[config.mk]
export PLATFORM = sky130hd
export DESIGN_NAME = fetch_sequencer_flat
export DESIGN_NICKNAME = d
export VERILOG_FILES = /design/src/rtl/fetch_sequencer_if.sv /design/src/rtl/fetch_sequencer.sv /design/src/flat_wrapper.sv
export SDC_FILE = /design/constraint.sdc
export NUM_CORES = 1
export LEC_CHECK = 0
export CORE_MARGIN = 10
export CORE_UTILIZATION = 40
export CTS_CLUSTER_SIZE = 40
export DETAILED_ROUTE_END_ITERATION = 12
export GPL_TIMING_DRIVEN = 0
export HOLD_SLACK_MARGIN = 0.02
export MAX_ROUTING_LAYER = met4
export SYNTH_ARGS = -nofsm -noshare
export SYNTH_HDL_FRONTEND = slang
export SYNTH_SLANG_ARGS = --single-unit
export TNS_END_PERCENT = 50
[constraint.sdc]
create_clock -name Clk -period 2.6 [get_ports Clk]
set_clock_uncertainty 0.15 [all_clocks]
set_input_delay 0.26 -clock Clk [delete_from_list [all_inputs] [get_ports Clk]]
set_output_delay 0.26 -clock Clk [all_outputs]
set_load 0.01 [all_outputs]
[src/rtl/fetch_sequencer_if.sv]
`default_nettype none
// ============================================================================
// Module      : fetch_sequencer_if
// Description : Control/status bundle between the test bench / decoder side
//               and the fetch_sequencer program-counter controller.
//               master : drives Start and the decoded control inputs.
//               slave  : the sequencer; drives ProgCtr/ProgSel/status flags.
// Revision    : 1.0 - initial release
// ============================================================================
interface fetch_sequencer_if #(
    parameter int T = 10
);
    logic         Start;
    logic         Halt;
    logic         BranchAbs;
    logic         BranchRel;
    logic         Call;
    logic         Ret;
    logic         ALU_flag;
    logic [T-1:0] Target;
    logic [T-1:0] ProgCtr;
    logic [1:0]   ProgSel;
    logic         Running;
    logic         Done;
    logic         StackErr;

    modport master (
        output Start, Halt, BranchAbs, BranchRel, Call, Ret, ALU_flag, Target,
        input  ProgCtr, ProgSel, Running, Done, StackErr
    );

    modport slave (
        input  Start, Halt, BranchAbs, BranchRel, Call, Ret, ALU_flag, Target,
        output ProgCtr, ProgSel, Running, Done, StackErr
    );
endinterface
`default_nettype wire

[src/rtl/fetch_sequencer.sv]
`default_nettype none
// ============================================================================
// Module      : fetch_sequencer
// Description : Owns the program counter. Runs the Start/Done handshake,
//               steps through programs 1/2/3 and resolves per-cycle PC
//               updates (halt, call/return, absolute/relative branch) with a
//               small LIFO return stack.
// Ports       : Clk   - clock, all state changes on rising edge
//               Reset - synchronous, active-high
//               bus   - fetch_sequencer_if.slave (controls in, PC/status out)
// Revision    : 1.0 - initial release
// ============================================================================
module fetch_sequencer #(
    parameter int T        = 10,
    parameter int BASE0    = 0,
    parameter int BASE1    = 256,
    parameter int BASE2    = 512,
    parameter int RS_DEPTH = 4
) (
    input  wire                 Clk,
    input  wire                 Reset,
    fetch_sequencer_if.slave    bus
);
    localparam int c_IW  = $clog2(RS_DEPTH);
    localparam int c_SPW = c_IW + 1;

    typedef enum logic [1:0] {
        IDLE  = 2'd0,
        ARMED = 2'd1,
        RUN   = 2'd2,
        DONE  = 2'd3
    } state_t;

    state_t           r_state;
    logic [T-1:0]     r_pc;
    logic [1:0]       r_sel;
    logic             r_running;
    logic             r_done;
    logic             r_err;
    logic [c_SPW-1:0] r_sp;
    logic [T-1:0]     r_stack [RS_DEPTH];

    logic [T-1:0]     w_pc_inc;
    logic [T-1:0]     w_base;
    logic [c_IW-1:0]  w_push_idx;
    logic [c_IW-1:0]  w_top_idx;
    logic             w_empty;
    logic             w_full;

    // PC arithmetic is naturally modulo 2^T; a relative Target is added as a
    // raw T-bit value, which is exactly a signed two's-complement offset.
    assign w_pc_inc   = r_pc + T'(1);
    assign w_empty    = (r_sp == '0);
    assign w_full     = (r_sp == c_SPW'(RS_DEPTH));
    assign w_push_idx = r_sp[c_IW-1:0];
    assign w_top_idx  = c_IW'(r_sp - c_SPW'(1));

    always_comb begin
        w_base = T'(BASE0);
        case (r_sel)
            2'd1:    w_base = T'(BASE1);
            2'd2:    w_base = T'(BASE2);
            default: w_base = T'(BASE0);
        endcase
    end

    always_ff @(posedge Clk) begin
        if (Reset) begin
            r_state   <= IDLE;
            r_pc      <= T'(BASE0);
            r_sel     <= 2'd0;
            r_running <= 1'b0;
            r_done    <= 1'b0;
            r_err     <= 1'b0;
            r_sp      <= '0;
        end else begin
            case (r_state)
                IDLE, DONE: begin
                    if (bus.Start) begin
                        r_state <= ARMED;
                        r_pc    <= w_base;
                        r_done  <= 1'b0;
                        r_sp    <= '0;
                        r_err   <= 1'b0;
                    end
                end
                ARMED: begin
                    // PC already sits at the base; releasing Start fetches it.
                    if (!bus.Start) begin
                        r_state   <= RUN;
                        r_running <= 1'b1;
                    end
                end
                RUN: begin
                    if (bus.Start) begin
                        r_state   <= ARMED;
                        r_pc      <= w_base;
                        r_running <= 1'b0;
                        r_sp      <= '0;
                        r_err     <= 1'b0;
                    end else if (bus.Halt) begin
                        r_state   <= DONE;
                        r_running <= 1'b0;
                        r_done    <= 1'b1;
                        r_sel     <= (r_sel == 2'd2) ? 2'd0 : r_sel + 2'd1;
                    end else if (bus.Ret) begin
                        if (!w_empty) begin
                            r_pc <= r_stack[w_top_idx];
                            r_sp <= r_sp - c_SPW'(1);
                        end else begin
                            r_pc  <= w_pc_inc;
                            r_err <= 1'b1;
                        end
                    end else if (bus.Call) begin
                        // The jump is taken even when the push is dropped.
                        if (!w_full) begin
                            r_stack[w_push_idx] <= w_pc_inc;
                            r_sp                <= r_sp + c_SPW'(1);
                        end else begin
                            r_err <= 1'b1;
                        end
                        r_pc <= bus.Target;
                    end else if (bus.BranchAbs && bus.ALU_flag) begin
                        r_pc <= bus.Target;
                    end else if (bus.BranchRel && bus.ALU_flag) begin
                        r_pc <= r_pc + bus.Target;
                    end else begin
                        r_pc <= w_pc_inc;
                    end
                end
                default: r_state <= IDLE;
            endcase
        end
    end

    assign bus.ProgCtr  = r_pc;
    assign bus.ProgSel  = r_sel;
    assign bus.Running  = r_running;
    assign bus.Done     = r_done;
    assign bus.StackErr = r_err;
endmodule
`default_nettype wire

[src/flat_wrapper.sv]
// flat-port wrapper written by rule: the top's interface ports become plain ports
module fetch_sequencer_flat 
#(
    parameter int T        = 10,
    parameter int BASE0    = 0,
    parameter int BASE1    = 256,
    parameter int BASE2    = 512,
    parameter int RS_DEPTH = 4
)
  (Clk, Reset, bus_Start, bus_Halt, bus_BranchAbs, bus_BranchRel, bus_Call, bus_Ret, bus_ALU_flag, bus_Target, bus_ProgCtr, bus_ProgSel, bus_Running, bus_Done, bus_StackErr);
  fetch_sequencer_if #(.T(T)) bus_i ();
  input  wire Clk;
  input  wire Reset;
  input wire logic [$bits(bus_i.Start)-1:0] bus_Start;
  input wire logic [$bits(bus_i.Halt)-1:0] bus_Halt;
  input wire logic [$bits(bus_i.BranchAbs)-1:0] bus_BranchAbs;
  input wire logic [$bits(bus_i.BranchRel)-1:0] bus_BranchRel;
  input wire logic [$bits(bus_i.Call)-1:0] bus_Call;
  input wire logic [$bits(bus_i.Ret)-1:0] bus_Ret;
  input wire logic [$bits(bus_i.ALU_flag)-1:0] bus_ALU_flag;
  input wire logic [$bits(bus_i.Target)-1:0] bus_Target;
  output wire logic [$bits(bus_i.ProgCtr)-1:0] bus_ProgCtr;
  output wire logic [$bits(bus_i.ProgSel)-1:0] bus_ProgSel;
  output wire logic [$bits(bus_i.Running)-1:0] bus_Running;
  output wire logic [$bits(bus_i.Done)-1:0] bus_Done;
  output wire logic [$bits(bus_i.StackErr)-1:0] bus_StackErr;
  assign bus_i.Start = bus_Start;
  assign bus_i.Halt = bus_Halt;
  assign bus_i.BranchAbs = bus_BranchAbs;
  assign bus_i.BranchRel = bus_BranchRel;
  assign bus_i.Call = bus_Call;
  assign bus_i.Ret = bus_Ret;
  assign bus_i.ALU_flag = bus_ALU_flag;
  assign bus_i.Target = bus_Target;
  assign bus_ProgCtr = bus_i.ProgCtr;
  assign bus_ProgSel = bus_i.ProgSel;
  assign bus_Running = bus_i.Running;
  assign bus_Done = bus_i.Done;
  assign bus_StackErr = bus_i.StackErr;
  fetch_sequencer #(.T(T), .BASE0(BASE0), .BASE1(BASE1), .BASE2(BASE2), .RS_DEPTH(RS_DEPTH)) u_core (.Clk(Clk), .Reset(Reset), .bus(bus_i));
endmodule
# Word level (Yosys, flattened, before mapping)
# Memories as Yosys holds them, arrays and structs flattened.
# Index checks and enable logic that the tools add are counted.
# word_totals
regBits	20
ramBits	40
input_bits	19
output_inout_bits	15
mem_count	1
# classes
addsub	5
eq_ne	17
n_mux	47
bitwise_logic	1
reduce_logical	14
# memory_table
memory	words	width	read_ports	rd_clocked_by_memory_dff	write_ports	line	source
u_core.r_stack	4	10	1	0	1	fetch_sequencer.sv:41	logic [T-1:0] r_stack [RS_DEPTH];
# op_table
operator	count
two-way mux 10 bit	8
one-hot mux 10 bit (2 select lines)	2
two-way mux 3 bit	7
two-way mux 1 bit	20
inequality test 4 bit, second input constant	3
AND reduction 3 bit	4
AND reduction 6 bit	2
adder 10 x 1 -> 10 bit, second input constant	1
adder 10 bit	1
two-way mux 2 bit	5
inequality test 2 bit, second input constant	4
inequality test 4 x 3 -> 1 bit, second input constant	2
equality test 2 bit, second input constant	3
inequality test 3 bit, second input constant	2
one-hot mux 1 bit (2 select lines)	3
one-hot mux 2 bit (3 select lines)	1
one-hot mux 3 bit (2 select lines)	1
equality test 2 x 1 -> 1 bit, second input constant	2
AND reduction 4 bit	1
nonzero test 2 bit	2
adder 3 x 1 -> 3 bit, second input constant	1
equality test 3 bit, second input constant	1
zero test 3 bit	1
subtractor 3 x 1 -> 3 bit, second input constant	1
other kinds (5)	6

# Depth between registers and ports, before layout
# Gate-level depths: netlist of the first run.
# logic_depth
ltp_word	9
depth_mapped	11

# Worst setup path after synthesis of the first run
# Ideal clock, no wire load.
# synth_path
path_type	reg-to-reg
startpoint	reg u_core.r_sp[0]
endpoint	mem u_core.r_stack[0][0], enable pin
setup_ns	0.343
t_arrival_ns	2.353
required_ns	2.107
setup_slack_ns	-0.247
stages_incl_launch_ff	8
cell_sequence	dfxtp_1 buf_2 inv_1 ha_1 ha_1 or3b_2 nor4_1 and2_1
# synth_via
elab_chain_cells	9
# synth_rtl
item	line	source
start: declaration	fetch_sequencer.sv:40	logic [c_SPW-1:0] r_sp;
start signal: assignment	fetch_sequencer.sv:109	r_sp <= r_sp - c_SPW'(1);
start signal: assignment	fetch_sequencer.sv:118	r_sp <= r_sp + c_SPW'(1);
equality test 3 bit	fetch_sequencer.sv:54	assign w_full = (r_sp == c_SPW'(RS_DEPTH));
two-way mux 1 bit	fetch_sequencer.sv:116	if (!w_full) begin
two-way mux 1 bit	fetch_sequencer.sv:114	end else if (bus.Call) begin
two-way mux 1 bit	fetch_sequencer.sv:106	end else if (bus.Ret) begin
two-way mux 1 bit	fetch_sequencer.sv:101	end else if (bus.Halt) begin
two-way mux 1 bit	fetch_sequencer.sv:95	if (bus.Start) begin
two-way mux 1 bit	fetch_sequencer.sv:77	case (r_state)
two-way mux 1 bit	fetch_sequencer.sv:68	if (Reset) begin
two-way mux 1 bit (implied by the code)	fetch_sequencer.sv:117	r_stack[w_push_idx] <= w_pc_inc;
end: declaration	fetch_sequencer.sv:41	
# Several ways; a longest one is shown, not always the timed one.

# Final worst setup path of the first run
# layout_path
startpoint	reg u_core.r_sp[0]
endpoint	mem u_core.r_stack[2][5], enable pin
# The elaborated chain is that of the path after synthesis.

==> summary.md, run 1 <==
| Metric | Value |
|---|---|
| Leak | `1.588 nW` |
| CP required | `2500 ps` |
| FF-to-FF End | `u_core.r_stack[2][5]` |
| Post-Syn Nets | `383` |
| Final setup margin | `roughly 90 ps` |
| Largest family of logic cells by synthesized area | `compound AO/OA/AOI/OAI gates` |
| Yosys reg bits | `60` |
| IO Pins | `34` |
| HPWL after DPL | `6869 microns` |
| Comb power frac | `approximately an eighth` |
| Diodes inserted | `0` |
| Hold path endpoint | `u_core.bus.ProgCtr[8]` |
| Vias in the first global route | `2793` |
| Design area | `4355 sq um` |
| Tcrit/Tclk final | `a little over nine tenths` |
| Tot GR Track Use | `14.72%` |
| Number of distinct library cells after synthesis | `58` |
| Hold path start | `Reset` |
| Outcome | `finished clean` |
| Cell count after synthesis | `approximately 340` |
| Power Dens Cells | `479.0 nW/um^2` |
| Synthesized area per cell | `between 10 and 15 sq um` |
| Die area | `13170 sq um` |
| Fin. max-slew vios | `0` |
| Final hold violations | `0` |
| Initial Utilization | `41.19%` |
| Core area | `~8700 sq um` |
| Root buf cell | `clkbuf_8` |
| Hold WC Path Type | `primary input to register` |
| Clk slew on worst S/H paths | `70 ps` |
| Hold WS | `132.6 ps` |
| MaxCap Viol Count | `0` |
| # DRC | `0` |
| Simple-gate share of the synthesized area | `about 16%` |
| R2R depth | `8` |
| FF-to-FF Start | `u_core.r_sp[0]` |
| Setup TNS | `0 ps` |
| Gr ovfl total | `0` |
| Arr. time, crit path | `2410 ps` |
| Adder-cell share of the synthesized area | `7.175%` |
| Post-Layout Cell Count | `~500` |
| Top_reg_cell synth | `edfxtp_1` |
| Relative slew slack | `60.27%` |
| Reg power frac | `49.1%` |
| Mapped Area | `3592 sq um` |
| Layout cells sized above 1 | `14.07%` |
| Post-DP Area | `between 4000 and 5000 sq um` |
| Final wirelength | `9309 microns` |
| Register area share after synthesis | `44.58%` |
| Critical path fanouts, max | `10` |
| Worst Hold Depth | `2` |
| Sw frac | `between 20% and 30%` |
| Worst setup SP type | `register` |
| Asr flop ratio synth | `0%` |
| Post-Synth XOR/XNOR Area | `2.682%` |
| Commonest non-fill, non-tap cells in the layout | `edfxtp_1, clkdlybuf4s50_1, nor2_1` |
| First-pass GRT wire length | `between 10000 and 15000 microns` |
| EDFF count, synth | `40` |
| Final critical-path required period | `about 2500 ps` |
| Worst-margin pin slew | `591.7 ps` |
| Final ANT Viol Nets | `0` |
| Most common cell after layout, fill and taps aside | `edfxtp_1` |
| Fin util | `49.94%` |
| Pin count of the biggest net entering global routing | `12` |
| Longest Clk Path Bufs | `2` |
| Htree depth | `3` |
| CP Capture Type | `register` |
| Fmax | `398.3 MHz` |
| Vias | `2868` |
| TritonCTS clock tree | `done` |
| WL/cell | `18.40 microns` |
| Clock power share | `38.7%` |
| Chip height | `114.8 microns` |
| Hold bufs inserted after CTS | `0` |
| Pwr Total | `2.086 mW` |
| Iter 0 DRT Violations | `196` |
| Post-synthesis mux area share | `between 8 and 9%` |
| # port buffers | `32` |
| Reg2Reg Setup Slack | `about 90 ps` |
| Max VDD drop | `0.2313 mV` |
| Antenna violations before repair | `0` |
| CTS sink count | `60` |
| Internal power | `1.555 mW` |
| Area Growth Syn to Fin | `21.25%` |
| Crit Path Category | `register to register` |
| GP Congestion | `0.8026` |
| Sw Pwr | `531.0 uW` |
| Row count | `34` |
| Unrepaired setup endpoints after global routing | `yes` |
| NumNets Final | `432` |
| Final setup vio count | `0` |
| Complex-gate fraction of the synthesized area | `between 10% and 20%` |
| Vias per inst | `5.668` |
| Clock Latency Late Sink | `340 ps` |
| Die width | `114.8 microns` |
| Drt pass-1 iters | `5` |
| Yosys warnings | `0` |
| Cts bufs inserted | `9` |
| Placed cell count | `484` |
| Place WS | `-527.8 ps` |
Yosys cell counts (2+ instances only):
| master | n | share of area (%) |
|---|---|---|
| buf_2 | 3 | 0.42 |
| a211oi_1 | 8 | 1.7 |
| inv_1 | 15 | 1.6 |
| a21oi_1 | 27 | 3.8 |
| o21ai_0 | 24 | 3.3 |
| nand3b_1 | 2 | 0.42 |
| nand3_1 | 8 | 1.1 |
| o311a_1 | 2 | 0.56 |
| buf_1 | 2 | 0.21 |
| a211o_1 | 2 | 0.49 |
| nor3b_1 | 2 | 0.42 |
| and4_1 | 2 | 0.49 |
| a22o_1 | 2 | 0.49 |
| and2_1 | 5 | 0.87 |
| nor4b_1 | 3 | 0.73 |
| mux2_2 | 2 | 0.63 |
| nand2_1 | 25 | 2.6 |
| xnor2_1 | 6 | 1.5 |
| a311oi_1 | 2 | 0.49 |
| mux2i_1 | 6 | 1.7 |
| ha_1 | 19 | 6.6 |
| a21o_1 | 4 | 0.84 |
| clkbuf_1 | 7 | 0.73 |
| mux4_2 | 10 | 6.3 |
| clkbuf_2 | 2 | 0.28 |
| o21a_1 | 5 | 1.0 |
| or3_1 | 2 | 0.35 |
| nor2_1 | 30 | 3.1 |
| edfxtp_1 | 40 | 33 |
| nand4_1 | 4 | 0.70 |
| xor2_1 | 5 | 1.2 |
| nor3_1 | 10 | 1.4 |
| nor2b_1 | 3 | 0.52 |
| o22ai_1 | 4 | 0.70 |
| dfxtp_1 | 20 | 11 |
| o211ai_1 | 2 | 0.42 |
| a31oi_1 | 5 | 0.87 |
| nand2b_1 | 3 | 0.52 |
| a221o_1 | 2 | 0.56 |
layout make-up:
class	instances	area (sq um)
plain buffers	14	80.08
well taps	108	135.1
clock inverters	7	67.56
repair buffers	34	339.1
multi-input cells	259	1947
flip-flops and latches	60	1607
fillers	778	4365
inverters	15	56.30
clock buffers	9	123.9
cells by family (layout without fill, tap and decap cells):
family,after synthesis,count (layout)
fa+ha+maj,20,20
compound gates,98,98
buf+inv,29,79
xor+xnor,11,11
simple gates,108,112
mux,18,18
flops,60,60
metal layers:
| metal | track usage [%] | wire length [microns] | up-vias |
|---|---|---|---|
| met1 | 18.50 | 4372 | 1371 |
| li1 | - | - | 1424 |
| met2 | 23.41 | 4528 | 59 |
| met3 | 1.823 | 232 | 14 |
| met4 | 6.353 | 176 | 0 |
| met5 | - | 0 | - |
critical path: stages (launching register included):
cell     delay (ps)
dfxtp_4         370
buf_12          140
inv_1            70
ha_2            220
ha_1            220
or3b_2          500
nor4_4          190
buf_6           170
and2_4          190
timing repair:
action	4_1_cts	5_1_grt
setup endpoints to repair	53	43
buffers inserted	2	0
pin swaps	4	1
gates resized for setup	15	8
cloned	4	0
worst max path at each step:
stage / to / cells after the start / start
after floorplan: u_core.r_stack[2][0] / 7 / u_core.r_sp[0]
after global placement: u_core.bus.ProgCtr[9] / 8 / u_core.r_sp[0]
after detailed placement: u_core.bus.ProgCtr[9] / 8 / u_core.r_sp[0]
after CTS: u_core.r_stack[0][4] / 8 / u_core.r_sp[0]
after global routing: u_core.bus.ProgCtr[8] / 9 / u_core.bus.ProgCtr[0]
final: u_core.r_stack[2][5] / 8 / u_core.r_sp[0]
power by group through the flow:
stage                     sequential (mW)  clock (mW)  combinational (mW)
after CTS                            1.02       0.825               0.253
after detailed placement             1.05           0               0.248
after floorplan                      1.05           0               0.155
after global placement               1.05           0               0.245
final                                1.02       0.808               0.254
after global routing                 1.02       0.870               0.280
registers in the layout, indices dropped and copies added, names as in the netlist:
name / count
u_core.r_state: 2
u_core.bus.ProgSel: 2
u_core.bus.ProgCtr: 10
u_core.bus.Running: 1
u_core.bus.Done: 1
u_core.r_sp: 3
u_core.r_stack: 40
u_core.bus.StackErr: 1
Power figures use the tool's default switching activity.
==> inputs of run 2 (changes only) <==
Settings changed: CAP_MARGIN set to 25.
==> results of run 2 <==
The final DEF is identical to that of run 1; final timing and power are the same.
